**config.mk**
```make
export PLATFORM = sky130hd
export DESIGN_NAME = rr_arb16
export DESIGN_NICKNAME = d
export VERILOG_FILES = /design/src/rtl/rr_arb16_pkg.sv /design/src/rtl/sel_dec16.sv /design/src/rtl/rr_arb16.sv
export SDC_FILE = /design/constraint.sdc
export NUM_CORES = 1
export LEC_CHECK = 0
export ABC_AREA = 1
export ABC_CLOCK_PERIOD_IN_PS = 2930
export CORE_MARGIN = 2
export CORE_UTILIZATION = 50
export DETAILED_ROUTE_END_ITERATION = 8
export PLACE_DENSITY = 0.87
export SETUP_SLACK_MARGIN = 0.4
export SLEW_MARGIN = 10
export SYNTH_ARGS = -nofsm -noshare
export SYNTH_HDL_FRONTEND = slang
export SYNTH_SLANG_ARGS = --single-unit
```
**constraint.sdc**
```tcl
create_clock -name clk -period 2.93 [get_ports clk]
set_input_delay 0.4395 -clock clk [delete_from_list [all_inputs] [get_ports clk]]
set_output_delay 0.4395 -clock clk [all_outputs]
set_load 0.005 [all_outputs]
```
**src/rtl/rr_arb16_pkg.sv**
```systemverilog
// rtl/rr_arb16_pkg.sv - shared widths, state type and defaults for the rr_arb16 arbiter
package rr_arb16_pkg;

  localparam int N_REQ = 16;
  localparam int IDX_W = 4;

  // Default grant length limit, only meaningful when RR_ARB16_TIMEOUT_EN is defined
  localparam int HOLD_MAX_DEF = 16;

  typedef enum logic {
    IDLE = 1'b0,
    BUSY = 1'b1
  } arb_state_e;

endpackage

```
**src/rtl/sel_dec16.sv**
```systemverilog
// rtl/sel_dec16.sv - combinational 4-to-16 one-hot select decoder with active-high enable
module sel_dec16
  import rr_arb16_pkg::*;
(
  input  logic [IDX_W-1:0] idx,
  input  logic             en,
  output logic [N_REQ-1:0] y
);

  // One line high for the selected index, all lines low when disabled
  always_comb begin
    y = '0;
    if (en) begin
      y[idx] = 1'b1;
    end
  end

endmodule

```
**src/rtl/rr_arb16.sv**
```systemverilog
// rtl/rr_arb16.sv - 16-way round-robin arbiter with decoded one-hot grant; RR_ARB16_TIMEOUT_EN adds a hold limit
module rr_arb16
  import rr_arb16_pkg::*;
#(
  parameter int HOLD_MAX = HOLD_MAX_DEF
) (
  input  logic             clk,
  input  logic             rst_n,
  input  logic             en,
  input  logic [N_REQ-1:0] req,
  output logic [N_REQ-1:0] gnt,
  output logic [IDX_W-1:0] gnt_idx,
  output logic             gnt_valid,
  output logic             timeout
);

  arb_state_e       state;
  logic [IDX_W-1:0] ptr;
  logic [IDX_W-1:0] win_idx;
  logic             win_found;
  logic             revoke;

  // First set bit at or above p, wrapping 15->0. Scanning offsets downward lets the
  // smallest offset overwrite the result last, so it wins.
  function automatic logic [IDX_W:0] rr_pick(input logic [N_REQ-1:0] r,
                                             input logic [IDX_W-1:0] p);
    logic [IDX_W:0]   res;
    logic [IDX_W-1:0] j;
    res = '0;
    for (int i = N_REQ - 1; i >= 0; i--) begin
      j = p + IDX_W'(i);
      if (r[j]) begin
        res = {1'b1, j};
      end
    end
    return res;
  endfunction

  // Candidate winner for the next arbitration, relative to the rotating pointer
  always_comb begin
    {win_found, win_idx} = rr_pick(req, ptr);
  end

  // Grant / hold / release sequencing; ptr moves past the winner so it ranks last next time
  always_ff @(posedge clk) begin
    if (!rst_n) begin
      state     <= IDLE;
      gnt_idx   <= '0;
      gnt_valid <= 1'b0;
      ptr       <= '0;
    end else begin
      case (state)
        IDLE: begin
          if (en && win_found) begin
            gnt_idx   <= win_idx;
            gnt_valid <= 1'b1;
            ptr       <= win_idx + 1'b1;
            state     <= BUSY;
          end
        end
        BUSY: begin
          if (!req[gnt_idx] || revoke) begin
            gnt_valid <= 1'b0;
            state     <= IDLE;
          end
        end
        default: state <= IDLE;
      endcase
    end
  end

`ifdef RR_ARB16_TIMEOUT_EN
  localparam logic [7:0] HOLD_LAST = 8'(HOLD_MAX - 1);

  logic [7:0] hold_cnt;

  // A normal release on the limit cycle wins, so revoke requires the request still high
  assign revoke = (state == BUSY) && req[gnt_idx] && (hold_cnt == HOLD_LAST);

  // Counter sits at zero in IDLE so it starts from zero on entry to BUSY
  always_ff @(posedge clk) begin
    if (!rst_n) begin
      hold_cnt <= '0;
      timeout  <= 1'b0;
    end else begin
      timeout <= revoke;
      if (state == IDLE) begin
        hold_cnt <= '0;
      end else begin
        hold_cnt <= hold_cnt + 1'b1;
      end
    end
  end
`else
  assign revoke  = 1'b0;
  assign timeout = 1'b0;

  // Named marker block that only elaborates when HOLD_MAX is outside 1..255
  if (HOLD_MAX < 1 || HOLD_MAX > 255) begin : g_hold_max_out_of_range
  end
`endif

  sel_dec16 u_dec (
    .idx (gnt_idx),
    .en  (gnt_valid),
    .y   (gnt)
  );

endmodule

```
==> results.json, run 1 <==
{
  "grt_overflow_total": 0,
  "cts.path.max_buffers": 2,
  "syn-cell-area_um2": 2430,
  "critPathSlowestCell": "o41ai_2",
  "synthesis.instances": 485,
  "synth_cell_type_count": 31,
  "cp_data_required_time_ps": 3060,
  "final_common_cell": "nand2_1",
  "post_dp_hpwl_um": 6880,
  "placeableCoreArea_um2": 4720,
  "yosysWarningCount": 0,
  "fin_tns_setup_ps": -349,
  "critical_path_class": "reg2reg",
  "detail_routed_net_length_per_standard_cell_um": 16.9,
  "register_area_um2": 211,
  "cp_slowest_stage_delay_ps": 460,
  "post_route_skew_ps": 6.95,
  "floorplan.initialDensity_pct": 51.5,
  "synth_to_layout_area_growth_pct": 57.0,
  "buffer_type_at_the_clock_tree_root": "clkbuf_8",
  "worstHoldEndpoint": "state",
  "ys_seq_elements": 10,
  "gr-usage-all-layers_pct": 36.4,
  "critical_path.cell_chain": "inv_8 > ha_4 > buf_8 > nand3_4 > nand3_2 > nand2_2 > nand2_2 > nand2_4 > inv_2 > buf_4 > nand3_1 > o41ai_2 > buf_4 > inv_1 > nand2_4 > buf_12 > a21oi_1 > o21ai_0 > inv_1",
  "clk_pin_slew_ps": 50,
  "final.fill_count": 300,
  "finalCriticalPeriod_ps": 3010,
  "cts-buffers-inserted": 3,
  "drv_cap": 0,
  "synth_top_cells_by_area": "nand2_1, nand3_1, inv_1",
  "first_drt_pass_iteration_count": 6,
  "insertion_delay_ps": 240,
  "floorplan.die.width_um": 73.8,
  "r2r.worst_path.cells": 19,
  "reg2reg_slack_ps": -80,
  "grt_max_degree": 17,
  "cts_tree": "built",
  "grt_first_pass_wirelength_um": 15400,
  "timing.final.max_slew_violations": 0,
  "grt_pass1_vias": 3359,
  "final_net_count": 607,
  "floorplan.die_area_um2": 5440,
  "pre_cts_slack_ps": -211,
  "setup_viol": 9,
  "avgSynthCellArea_um2": 5.02,
  "worstPathArrival_ps": 3130,
  "number_of_nets_with_antenna_violations_after_detailed_routing": 0,
  "unrepaired_setup_endpoints_after_global_routing": "true",
  "yosys.area.top_type": "nand2_1",
  "hp-start": "state",
  "num_vias": 3858,
  "detail_route.wirelength_um": 10900,
  "site_rows": 25,
  "area_occupied_by_multi_input_gates_um2": 2220,
  "syn_nets": 512,
  "drive_above_1_share_pct": 30.1,
  "critPathLaunchType": "register",
  "most-common-layout-cells": "nand2_1, buf_4, inv_1",
  "route.detailed.vias_per_inst": 5.97,
  "route.detailed.drc": 0,
  "dpl-instance-area_um2": 3260,
  "run_status": "finished with violations",
  "min-delay-path-class": "reg2reg",
  "crit_path_capture_type": "register",
  "critical_path.reg2reg.endpoint": "gnt_idx[2]",
  "setup_slack_ps": -77.2,
  "r2r-start": "ptr[1]",
  "layout_worst_path_cycle_share_pct": 103,
  "die-height_um": 73.8,
  "post-route-cell-area_um2": 3820,
  "dr.first_iter.drc_count": 630,
  "io_pins": 41,
  "clock-sinks": 10,
  "synth_top_cell_area_share_pct": 26.5,
  "ys_seq_area_share_pct": 8.23,
  "worstHoldPathCells": 2,
  "grt_antenna_before_repair": 0,
  "buffer_ports.inserted": 39,
  "max_freq_ghz": 0.333,
  "cp_max_fo": 8,
  "cts.htree.levels": 1,
  "globalplace.congestion": 0.945,
  "failed_checks": "negative setup slack",
  "antenna_cells_inserted": 0,
  "finalHoldViolations": 0
}
worst max path at each step:
stage	to	slack (ps)	startpoint	cells past startpoint
4_1_cts	ptr[2]	150	ptr[1]	29
5_1_grt	ptr[2]	-210	ptr[1]	30
3_5_place_dp	gnt_idx[2]	-210	req[14]	18
3_3_place_gp	gnt_idx[2]	-190	req[13]	18
2_1_floorplan	ptr[1]	150	ptr[0]	27
6_report	gnt_idx[2]	-80	ptr[1]	19
layer usage:
metal / wire length, um / track usage, %
met1: 4030 / 44.7
met4: 567 / 17.4
met5: 0 / 0
met3: 1200 / 2.61
met2: 5140 / 63.6
sequential cells by signal, indices dropped and copies added, names as in the netlist:
register / count
gnt_valid: 1
gnt_idx: 4
state: 1
ptr: 4
synth_stat cells:
cell type,count
o22ai_1,4
o41ai_1,1
ha_1,8
conb_1,1
nand2_1,172
inv_1,66
a21oi_1,37
xor2_1,4
o2111ai_1,1
xor2_4,1
nand2_2,9
o21ai_0,19
buf_6,5
o21ai_1,6
o211ai_1,1
buf_2,5
clkbuf_1,3
nor2_1,32
xnor2_1,2
buf_4,2
nor2_2,1
nor3_1,9
inv_4,2
xnor2_2,1
o31ai_1,3
a21oi_2,1
nand4_1,2
nand3_1,73
nand2_4,1
dfxtp_1,10
inv_2,3
cells by family after synthesis:
group / Yosys count / synth area share, %
and+or+nand+nor: 299 / 51.9
buffers and inverters: 86 / 15.6
AOI/OAI and AO/OA: 73 / 16.1
DFF: 10 / 8.23
xor gates and xnor gates: 8 / 3.96
adders and majority gates: 8 / 4.11
other: 1 / 0.154
area by class of cell:
| cell class | count | area share (%) |
|---|---|---|
| clock buffer | 4 | 1.44 |
| inverter | 71 | 7.69 |
| multi-input combinational | 389 | 58.1 |
| sequential | 10 | 5.53 |
| tap | 67 | 2.19 |
| timing repair buffer | 105 | 25.1 |
critical path, delay by kind of cell, from the launching register on:
family	cells	cell delay, ps
AOI/OAI and AO/OA	3	620
DFF	1	400
and+or+nand+nor	7	670
buffers and inverters	8	840
adders and majority gates	1	350
stage by stage:
step	hold WS, ps	utilization [%]	std cells
floorplan	443	-	485
finish	493	80.9	646
detailed placement	467	69.1	628
global route	516	80.9	646
global placement	451	69.1	628
CTS	489	77.4	643
repair_timing:
item	CTS	global route
endpoints found under the setup margin	10	10
setup buffers	10	3
gates cloned	1	0
hold buffers	0	0
pin swaps	33	17
gates resized for setup	66	50
Power of run 1 is left out: the tool's default activity adds up to more than one toggle a clock period on the data nets, which glitch-free logic cannot reach.
==> run 2: changes to the inputs <==
Settings changed: PLACE_DENSITY 0.87 to 0.86, SKIP_LAST_GASP set to 1, SYNTH_HIERARCHICAL set to 1.
==> results.json, run 2 <==
{
  "max_freq_ghz": 0.336,
  "post_synth_most_frequent_cells": "nand2_1, nand3_1, inv_1, a21oi_1, nor2_1",
  "fin_tns_setup_ps": -44.6,
  "grt_overflow_total": 0,
  "holdWs_ps": 554,
  "yosysWarningCount": 6,
  "die-height_um": 75.0,
  "final_cells": 661,
  "route.detailed.drc": 0,
  "floorplan.initialDensity_pct": 52.7,
  "num_vias": 3851,
  "ys_seq_area_share_pct": 7.93,
  "syn-cell-area_um2": 2520,
  "number_of_cells_after_detailed_placement": 645,
  "timing.final.max_slew_violations": 0,
  "finalHoldViolations": 0,
  "most-common-layout-cells": "nand2_1, buf_4, inv_1",
  "worstHoldPathCells": 2,
  "finalCriticalPeriod_ps": 2970,
  "min-delay-path-class": "reg2reg",
  "gr-usage-all-layers_pct": 33.9,
  "antenna_cells_inserted": 0,
  "reg2reg_slack_ps": -40,
  "clk_pin_slew_ps": 50,
  "syn_nets": 527,
  "buffer_ports.inserted": 39,
  "grt_antenna_before_repair": 0,
  "synth_top_cell_area_share_pct": 28.4,
  "area_occupied_by_multi_input_gates_um2": 2370,
  "detail_routed_net_length_per_standard_cell_um": 15.4,
  "ys_seq_elements": 10,
  "grt_max_degree": 29,
  "synth-edff-count": 0,
  "worstHoldEndpoint": "state",
  "post_route_skew_ps": 1.88,
  "cts-buffers-inserted": 3,
  "dr.first_iter.drc_count": 439,
  "globalplace.congestion": 0.966,
  "run_status": "finished with violations",
  "final.fill_count": 318,
  "grt_first_pass_wirelength_um": 15000,
  "layout_worst_path_cycle_share_pct": 102,
  "first_drt_pass_iteration_count": 6,
  "biggest_registers_after_layout": "gnt_idx (4), ptr (4)",
  "final_common_cell": "nand2_1",
  "drive_above_1_share_pct": 30.1,
  "critical_path_class": "reg2reg",
  "critPathLaunchType": "register",
  "r2r.worst_path.cells": 20,
  "cts.htree.levels": 1,
  "final_net_count": 622,
  "cts.path.max_buffers": 2,
  "crit_path_capture_type": "register",
  "cp_max_fo": 8,
  "failed_checks": "negative setup slack",
  "floorplan.die_area_um2": 5630,
  "buffer_type_at_the_clock_tree_root": "clkbuf_8",
  "layout.core_utilization_pct": 80.8,
  "yosys.area.top_type": "nand2_1",
  "critical_path.reg2reg.endpoint": "ptr[3]",
  "post_dp_hpwl_um": 7010,
  "site_rows": 25,
  "detail_route.wirelength_um": 10200,
  "floorplan.die.width_um": 75.0,
  "io_pins": 41,
  "cp_data_required_time_ps": 3060,
  "synth_to_layout_area_growth_pct": 53.2,
  "avgSynthCellArea_um2": 5.05,
  "placeableCoreArea_um2": 4790,
  "setup_viol": 1,
  "number_of_nets_with_antenna_violations_after_detailed_routing": 0,
  "worstPathArrival_ps": 3110,
  "unrepaired_setup_endpoints_after_global_routing": "true",
  "synth_cell_type_count": 34,
  "grt_pass1_vias": 3319,
  "drv_cap": 0,
  "clock-sinks": 10,
  "cts_tree": "built",
  "synth_top_cells_by_area": "nand2_1, nand3_1, a21oi_1",
  "r2r-start": "ptr[1]",
  "async_reset_ff_share_pct": 0,
  "synthesis.instances": 500,
  "route.detailed.vias_per_inst": 5.83,
  "hp-start": "state",
  "setup_slack_ps": -44.6,
  "ys.flop_type": "dfxtp_1",
  "insertion_delay_ps": 240,
  "register_area_um2": 209,
  "most_common_cell_in_the_netlist": "nand2_1"
}
## run 2: changes by cell type in the layout (fill, tap and decap cells not counted), moves of 4 or more
cell / change
dlygate4sd2_1: +12
nand3_2: +9
inv_1: -6
nand2_2: -5
o21ai_1: -4
nand3_1: -5
dlymetal6s2s_1: -10
nand3_4: +5
a21oi_1: +7
nand2_1: +30
o22ai_1: -4
nor3_1: -9
## run 2: timing repair
action                     4_1_cts  5_1_grt
setup buffers                    9        3
gates resized for setup         65       35
hold buffers                     0        0
pin swaps                       22        8
cloned                           0        0
hold endpoints to repair         0        0
setup endpoints to repair        9       10
## run 2: layout make-up
class	instances	area share (%)
timing repair buffer	104	22.8
tap	67	2.17
clock buffer	4	1.42
sequential	10	5.40
inverter	64	6.79
multi-input combinational	412	61.4
## run 2: kinds of logic (layout without fill, tap and decap cells)
logic type	after synthesis	after routing	synth area share (%)
AOI/OAI and AO/OA	67	67	14.0
buffers and inverters	78	172	13.6
and+or+nand+nor	329	329	56.6
adders and majority gates	8	8	3.97
other	1	1	0.149
DFF	10	10	7.93
xor gates and xnor gates	7	7	3.77
## run 2: stage by stage
stage / worst slack, ps / instance area [um2]
after CTS: 152 / 3700
after floorplan: 245 / 2640
after global placement: -66.2 / 3400
final: -44.6 / 3870
after detailed placement: -144 / 3400
after global routing: -186 / 3870
## run 2: worst max-delay path, cell delays in order, from the launching register on
cell and delay, ps:
dfxtp_4 400, inv_8 70, ha_4 320, buf_12 160, nand3_4 110, nand3_4 100
nand2_4 80, buf_4 140, nand2_1 90, nand2_1 100, nor4_1 300, nand4_1 200
nand2_2 140, inv_1 70, nand2_2 110, buf_4 150, a21oi_1 40, nand2_1 90
nand3_1 90, nand2_1 60, inv_1 50
## run 2: worst max-delay path by stage
| stage | from | endpoint | depth (start not counted) |
|---|---|---|---|
| 6_report | ptr[1] | ptr[3] | 20 |
| 3_3_place_gp | req[15] | ptr[2] | 29 |
| 3_5_place_dp | req[7] | ptr[1] | 26 |
| 4_1_cts | ptr[1] | ptr[2] | 29 |
| 2_1_floorplan | ptr[1] | ptr[2] | 31 |
| 5_1_grt | ptr[1] | ptr[3] | 32 |
## run 2: routing by layer
metal / track usage [%] / part of all wire (%) / vias up
li1: - / - / 1794
met1: 41.9 / 37 / 1742
met2: 58.0 / 48 / 249
met3: 5.49 / 9.7 / 66
met4: 14.1 / 5.8 / 0
met5: 0 / 0 / -
Power of run 2 is left out for the same reason.
==> run 3: changes to the inputs <==
Settings changed: CAP_MARGIN set to 10.
==> results of run 3 <==
The final DEF is identical to that of run 2; final timing and power are the same.
Power of run 3 is left out for the same reason.
